===== src/rtl/control_pkg.sv =====
// Shared types and encodings for the multi-cycle controller:
// FSM states, ALUOp classes, ALUControl codes, opcodes and immediate formats.
package control_pkg;

    typedef enum logic [3:0] {
        S_FETCH    = 4'd0,
        S_DECODE   = 4'd1,
        S_MEMADR   = 4'd2,
        S_MEMREAD  = 4'd3,
        S_MEMWB    = 4'd4,
        S_MEMWRITE = 4'd5,
        S_EXECUTER = 4'd6,
        S_EXECUTEI = 4'd7,
        S_ALUWB    = 4'd8,
        S_BEQ      = 4'd9,
        S_JAL      = 4'd10
    } state_t;

    localparam logic [1:0] ALUOP_ADD   = 2'b00;
    localparam logic [1:0] ALUOP_SUB   = 2'b01;
    localparam logic [1:0] ALUOP_FUNCT = 2'b10;

    localparam logic [2:0] ALU_ADD = 3'b000;
    localparam logic [2:0] ALU_SUB = 3'b001;
    localparam logic [2:0] ALU_AND = 3'b010;
    localparam logic [2:0] ALU_OR  = 3'b011;
    localparam logic [2:0] ALU_SLT = 3'b101;

    localparam logic [6:0] OP_LW  = 7'b0000011;
    localparam logic [6:0] OP_SW  = 7'b0100011;
    localparam logic [6:0] OP_R   = 7'b0110011;
    localparam logic [6:0] OP_I   = 7'b0010011;
    localparam logic [6:0] OP_B   = 7'b1100011;
    localparam logic [6:0] OP_JAL = 7'b1101111;

    localparam logic [1:0] IMM_I = 2'b00;
    localparam logic [1:0] IMM_S = 2'b01;
    localparam logic [1:0] IMM_B = 2'b10;
    localparam logic [1:0] IMM_J = 2'b11;

endpackage


===== src/rtl/alu_decoder.sv =====
// Combinational ALU decoder: maps the ALUOp class and instruction fields
// to the 3-bit ALUControl code driven into the alu block.
module alu_decoder
    import control_pkg::*;
(
    input  logic [1:0] aluop,
    input  logic [2:0] funct3,
    input  logic       funct7b5,
    input  logic       op5,
    output logic [2:0] alucontrol
);

    // Decode ALUOp/funct3; only R-type (op5=1) with funct7b5 selects subtract.
    always_comb begin
        alucontrol = ALU_ADD;
        case (aluop)
            ALUOP_ADD: alucontrol = ALU_ADD;
            ALUOP_SUB: alucontrol = ALU_SUB;
            ALUOP_FUNCT: begin
                case (funct3)
                    3'b000: begin
                        if (op5 && funct7b5) begin
                            alucontrol = ALU_SUB;
                        end else begin
                            alucontrol = ALU_ADD;
                        end
                    end
                    3'b010:  alucontrol = ALU_SLT;
                    3'b110:  alucontrol = ALU_OR;
                    3'b111:  alucontrol = ALU_AND;
                    default: alucontrol = ALU_ADD;
                endcase
            end
            default: alucontrol = ALU_ADD;
        endcase
    end

endmodule


===== src/rtl/multicycle_control.sv =====
// Multi-cycle controller: Moore FSM sequencing the datapath one step per clock,
// plus ImmSrc decode, ALU decode and branch-qualified PC write enable.
module multicycle_control
    import control_pkg::*;
(
    input  logic       clk,
    input  logic       rst_n,
    input  logic [6:0] op,
    input  logic [2:0] funct3,
    input  logic       funct7b5,
    input  logic       Zero,
    output logic       PCWrite,
    output logic       AdrSrc,
    output logic       MemWrite,
    output logic       IRWrite,
    output logic [1:0] ResultSrc,
    output logic [1:0] ALUSrcA,
    output logic [1:0] ALUSrcB,
    output logic [1:0] ImmSrc,
    output logic       RegWrite,
    output logic [2:0] ALUControl,
    output logic       IllegalInstr
);

    state_t     state_r;
    state_t     next_s;
    logic [1:0] aluop_s;
    logic       pcupdate_s;
    logic       branch_s;

    // State register with synchronous active-low reset back to FETCH.
    always_ff @(posedge clk) begin
        if (!rst_n) begin
            state_r <= S_FETCH;
        end else begin
            state_r <= next_s;
        end
    end

    // Next-state logic; unsupported opcodes return to FETCH from DECODE.
    always_comb begin
        next_s = S_FETCH;
        case (state_r)
            S_FETCH: next_s = S_DECODE;
            S_DECODE: begin
                case (op)
                    OP_LW, OP_SW: next_s = S_MEMADR;
                    OP_R:         next_s = S_EXECUTER;
                    OP_I:         next_s = S_EXECUTEI;
                    OP_B:         next_s = S_BEQ;
                    OP_JAL:       next_s = S_JAL;
                    default:      next_s = S_FETCH;
                endcase
            end
            S_MEMADR: begin
                if (op[5]) begin
                    next_s = S_MEMWRITE;
                end else begin
                    next_s = S_MEMREAD;
                end
            end
            S_MEMREAD:  next_s = S_MEMWB;
            S_MEMWB:    next_s = S_FETCH;
            S_MEMWRITE: next_s = S_FETCH;
            S_EXECUTER: next_s = S_ALUWB;
            S_EXECUTEI: next_s = S_ALUWB;
            S_ALUWB:    next_s = S_FETCH;
            S_BEQ:      next_s = S_FETCH;
            S_JAL:      next_s = S_ALUWB;
            default:    next_s = S_FETCH;
        endcase
    end

    // Moore output decode per state; every output defaults to inactive.
    always_comb begin
        AdrSrc       = 1'b0;
        MemWrite     = 1'b0;
        IRWrite      = 1'b0;
        ResultSrc    = 2'b00;
        ALUSrcA      = 2'b00;
        ALUSrcB      = 2'b00;
        RegWrite     = 1'b0;
        IllegalInstr = 1'b0;
        aluop_s      = ALUOP_ADD;
        pcupdate_s   = 1'b0;
        branch_s     = 1'b0;
        case (state_r)
            S_FETCH: begin
                IRWrite    = 1'b1;
                ALUSrcB    = 2'b10;
                ResultSrc  = 2'b10;
                pcupdate_s = 1'b1;
            end
            S_DECODE: begin
                ALUSrcA = 2'b01;
                ALUSrcB = 2'b01;
                case (op)
                    OP_LW, OP_SW, OP_R, OP_I, OP_B, OP_JAL: IllegalInstr = 1'b0;
                    default:                                IllegalInstr = 1'b1;
                endcase
            end
            S_MEMADR: begin
                ALUSrcA = 2'b10;
                ALUSrcB = 2'b01;
            end
            S_MEMREAD: begin
                AdrSrc = 1'b1;
            end
            S_MEMWB: begin
                ResultSrc = 2'b01;
                RegWrite  = 1'b1;
            end
            S_MEMWRITE: begin
                AdrSrc   = 1'b1;
                MemWrite = 1'b1;
            end
            S_EXECUTER: begin
                ALUSrcA = 2'b10;
                aluop_s = ALUOP_FUNCT;
            end
            S_EXECUTEI: begin
                ALUSrcA = 2'b10;
                ALUSrcB = 2'b01;
                aluop_s = ALUOP_FUNCT;
            end
            S_ALUWB: begin
                RegWrite = 1'b1;
            end
            S_BEQ: begin
                ALUSrcA  = 2'b10;
                aluop_s  = ALUOP_SUB;
                branch_s = 1'b1;
            end
            S_JAL: begin
                ALUSrcA    = 2'b01;
                ALUSrcB    = 2'b10;
                pcupdate_s = 1'b1;
            end
            default: begin
                IRWrite = 1'b0;
            end
        endcase
    end

    // funct3[0] distinguishes bne from beq, inverting the Zero sense.
    always_comb begin
        PCWrite = pcupdate_s | (branch_s & (Zero ^ funct3[0]));
    end

    // Immediate format follows the opcode in every state.
    always_comb begin
        ImmSrc = IMM_I;
        case (op)
            OP_LW, OP_I: ImmSrc = IMM_I;
            OP_SW:       ImmSrc = IMM_S;
            OP_B:        ImmSrc = IMM_B;
            OP_JAL:      ImmSrc = IMM_J;
            default:     ImmSrc = 2'b00;
        endcase
    end

    alu_decoder u_alu_decoder (
        .aluop      (aluop_s),
        .funct3     (funct3),
        .funct7b5   (funct7b5),
        .op5        (op[5]),
        .alucontrol (ALUControl)
    );

endmodule

===== config.mk =====
export PLATFORM = sky130hd
export DESIGN_NAME = multicycle_control
export DESIGN_NICKNAME = d
export VERILOG_FILES = /design/src/rtl/control_pkg.sv /design/src/rtl/alu_decoder.sv /design/src/rtl/multicycle_control.sv
export SDC_FILE = /design/constraint.sdc
export NUM_CORES = 1
export LEC_CHECK = 0
export ABC_AREA = 1
export CAP_MARGIN = 10
export CORE_AREA = 2 2 39 41
export CTS_CLUSTER_DIAMETER = 120
export DETAILED_ROUTE_END_ITERATION = 10
export DIE_AREA = 0 0 41 43
export DONT_BUFFER_PORTS = 1
export SKIP_LAST_GASP = 1
export SLEW_MARGIN = 20
export SYNTH_ARGS = -nofsm -noshare
export SYNTH_HDL_FRONTEND = slang
export SYNTH_SLANG_ARGS = --single-unit

===== constraint.sdc =====
create_clock -name clk -period 2.3 [get_ports clk]
set_input_delay 0.575 -clock clk [delete_from_list [all_inputs] [get_ports clk]]
set_output_delay 0.575 -clock clk [all_outputs]
set_load 0.05 [all_outputs]

==> run summary <==
The number of enable flip-flop cells after synthesis is 0. The maximum number of pins on one net before global-route repair came out at 7. The combinational power share is 0.382. The initial utilization of the core area, before any placement, comes to 0.3888. The cell-internal power is around 0.00016 W.

The overall die height is 43 um. The category of the worst setup path capture point is an output port. The final routed DRC violation total is 0. In the synthesized netlist the async set-or-reset flop fraction comes to 0. The hold-fix buffer count after cts is 0. Along the worst path, the maximum fanout reaches 4. Among all flip-flop cells after synthesis, the most frequent one is dfxtp_1. The weighted congestion at the end of routability-driven global placement came out at 0.7352.

The power density over the cells came out at 354.6 nW/um^2. The first-pass GRT wire length came out at around 2.1 mm. By area the synthesized netlist is led by dfxtp_1, nand2_1, inv_1. In this run, distinct cell masters in the synthesized netlist total 24. Input and output buffers added on the ports amount to 0.

The area of the mapped netlist is 538.0 sq um. The buffer cell driving the clock tree root is clkbuf_4. Max-cap violations in this run came to 0. The biggest area contributor in the post-synthesis netlist is dfxtp_1. The clock sink count is 4.

The number of antenna cells inserted is 0. In this design, the critical path's most frequently occurring cell is inv_1. The HPWL after detailed placement is 1.079 mm. The clock insertion delay at the later pin of the skew report came out at 240 ps. The number of buffer and inverter stages on the critical path is 3. The via density per instance is ~4.8. The depth of the most critical reg-to-reg path came out at 5. For this block, the via count after detailed routing is approximately 580. The remaining antenna violation count came out at 0. The largest individual stage delay along the critical path comes from the cell ha_1. The final count of hold timing violations is 0. The sequential share of the synthesized area came out at 0.1488. Averaged over all synthesized cells, the footprint is 6.045 sq um.

The signal on the critical path passes through inv_1 -> nand2_2 -> nor2_2 -> inv_1 -> ha_1 -> nor4_4 -> buf_6. The final period demand of the worst path came out at 2281 ps. The layout-stage area growth over the synthesis result is 40.00%. In this run the count of I/O pins placed on the die edge is 31.

The area share of the largest cell type after synthesis came out at 0.1488. The number of global-route vias before repair is 556. The total length of routed wires is 1.255 mm.

The floorplan step defined a die boundary enclosing roughly 1800 sq um. The clock transition at the registers of the reported paths is 40 ps. TritonCTS built the clock tree. The cell count after synthesis came out at 89. The number of placement rows is 14.

The path class of the tightest hold or removal check is in -> reg. The number of cells on the critical path is 7. The kind of cell adding the most delay to the critical path is simple AND/OR/NAND/NOR gates. Headroom to the max-slew limit came out at 0.6383. Dividing the final minimum period by the clock period gives 0.9917. The final net count is ~120. The width of the die is 41 um. For this run, the slowest stage of the critical path takes 340 ps. The count of fill cells added during filler insertion is 141. The placed instance area is 714.4 sq um. The number of flip-flops under the largest register name came out at 4.

The share of final-layout standard cells stronger than drive strength 1 came out at 0.4231. The worst setup path is launched from a flip-flop. The clock share of power came out at 0.338.

The number of buffers inserted to repair setup after CTS is 0. The total power consumption of the routed design came out at 0.0002671 W. state_r holds more flip-flops than any other register. Setup violations remaining at the end of the flow were counted as 0.

The worst hold path was traced through 2 stages. In this run the standard cell core region covers 1384 sq um. The worst-case clock skew came out at 4.917 ps. By count the netlist is led by nand2_1, inv_1, nor2_1, a21oi_1, inv_2. When the netlist entered floorplanning its net count stood at 105. The worst voltage drop across the vdd grid is between 0.00015 and 0.0002 V. By startpoint and endpoint, the worst setup path is classified as reg -> out. The power dissipated by switching net loads came out at 0.0001052 W. The number of detailed-routing iterations run before antenna repair came out at 4. The maximum buffer depth of the clock tree came out at 2. Setup repair after global routing could not meet its margin everywhere.

The flow ran to the end, and the final reports show no timing, DRC or antenna violations. The upper clock frequency limit is 438.4 MHz. The critical path required time is 1730 ps.

The number of DRC markers in iteration 0 came out at 12. The total congestion overflow is 0. The fraction of power spent switching nets is 0.3939. The standby leakage power came out at 0.3564 nW. The initial antenna violation count is 0. The total number of H-tree levels is 1. The synthesized design contains 4 register bits. At the worst endpoint, the arrival time is 1710 ps. For this run, the total global-route usage over all layers was measured as 0.1747. Of the total power, registers draw 0.280. The most frequent cell after synthesis is nand2_1. The Yosys warning count came out at 0. The total count of max-transition violations in the final report came out at 0. The number of buffers created by CTS is 3. The transition time at the pin with the least slew margin came out at 541.0 ps. In the final layout, the registers with the most flip-flops are state_r: 4 flops. The average routed wire per standard cell is between 10 and 15 um. With fillers left out, the area of the finished cells amounts to ~750 sq um.
metrics by stage:
step	TNS (ps)	util	instances	setup WS, ps	hold slack, ps
after global routing	-179.0	0.5443	120	-102.5	530.7
after CTS	-0.3151	0.5398	120	-0.3151	515.4
final	0	0.5443	120	19.02	514.9
after floorplan	0	-	89	6.062	539.9
after detailed placement	0	0.5163	117	181.8	579.8
after global placement	0	0.5163	117	228.2	587.7
cells by family after synthesis:
group                      after synthesis  synth area share
and+or+nand+nor                         49            0.4930
buffers and inverters                   22            0.1605
DFF                                      4            0.1488
xor gates and xnor gates                 1           0.01628
adders and majority gates                2           0.04650
AOI/OAI and AO/OA                       11            0.1349
routing by layer:
layer  wire, um  up-vias  track usage
met1        496      255       0.1994
met3         68        2      0.03665
met4         16        0      0.08000
met5          0        -            0
li1           -      305            -
met2        674       16       0.2906
worst register-to-register path, cell delays in order (launching register included):
cell and delay [ps]:
dfxtp_2 370, inv_1 50, nand2_1 160, nor2_1 100, nor2_1 130, a21oi_1 80
final timing paths:
kind | startpoint | end | slack [ps]
setup / recovery | state_r[3]$_SDFF_PN0_ | ALUControl[2] | 20
hold / removal | rst_n | state_r[0]$_SDFF_PN0_ | 510
setup reg to reg | state_r[2]$_SDFF_PN0_ | state_r[3]$_SDFF_PN0_ | 1300
hold reg to reg | state_r[3]$_SDFF_PN0_ | state_r[0]$_SDFF_PN0_ | 550
layout by cell type (no fill, tap or decap), types with 2 or more instances in the layout:
cell type | Yosys | layout
clkbuf_4 | 0 | 3
ha_1 | 2 | 2
inv_1 | 15 | 15
nand4_1 | 2 | 2
nand2_2 | 1 | 2
nand3_1 | 4 | 4
buf_12 | 0 | 3
a21oi_1 | 6 | 5
inv_2 | 6 | 6
nor2_4 | 1 | 2
nand2_1 | 17 | 16
nor2_1 | 13 | 13
buf_4 | 1 | 9
nor2_2 | 4 | 3
nand3_2 | 3 | 3
dfxtp_2 | 0 | 4
a21oi_2 | 1 | 2
power groups by stage:
stage	Clock (W)	Sequential [W]	Combinational, W
after global routing	0.0000944	0.0000749	0.000109
after global placement	0	0.0000753	0.000101
after CTS	0.0000929	0.0000747	0.000102
after floorplan	0	0.0000750	0.0000799
after detailed placement	0	0.0000754	0.000102
final	0.0000902	0.0000748	0.000102
final cells by class:
type	instances	area [sq um]	share of cell area
Sequential cell	4	85.08	0.1130
Timing Repair Buffer	13	138.9	0.1844
Inverter	21	78.83	0.1047
Clock buffer	3	22.52	0.02990
Tap cell	16	20.02	0.02658
Multi-Input combinational cell	63	407.9	0.5415
repair_timing:
| item | in CTS | in global routing |
|---|---|---|
| gates resized for setup | 5 | 2 |
| hold endpoints to repair | 0 | 0 |
| pin swaps | 0 | 0 |
| endpoints found under the setup margin | 2 | 2 |
Power figures use the tool's default switching activity.
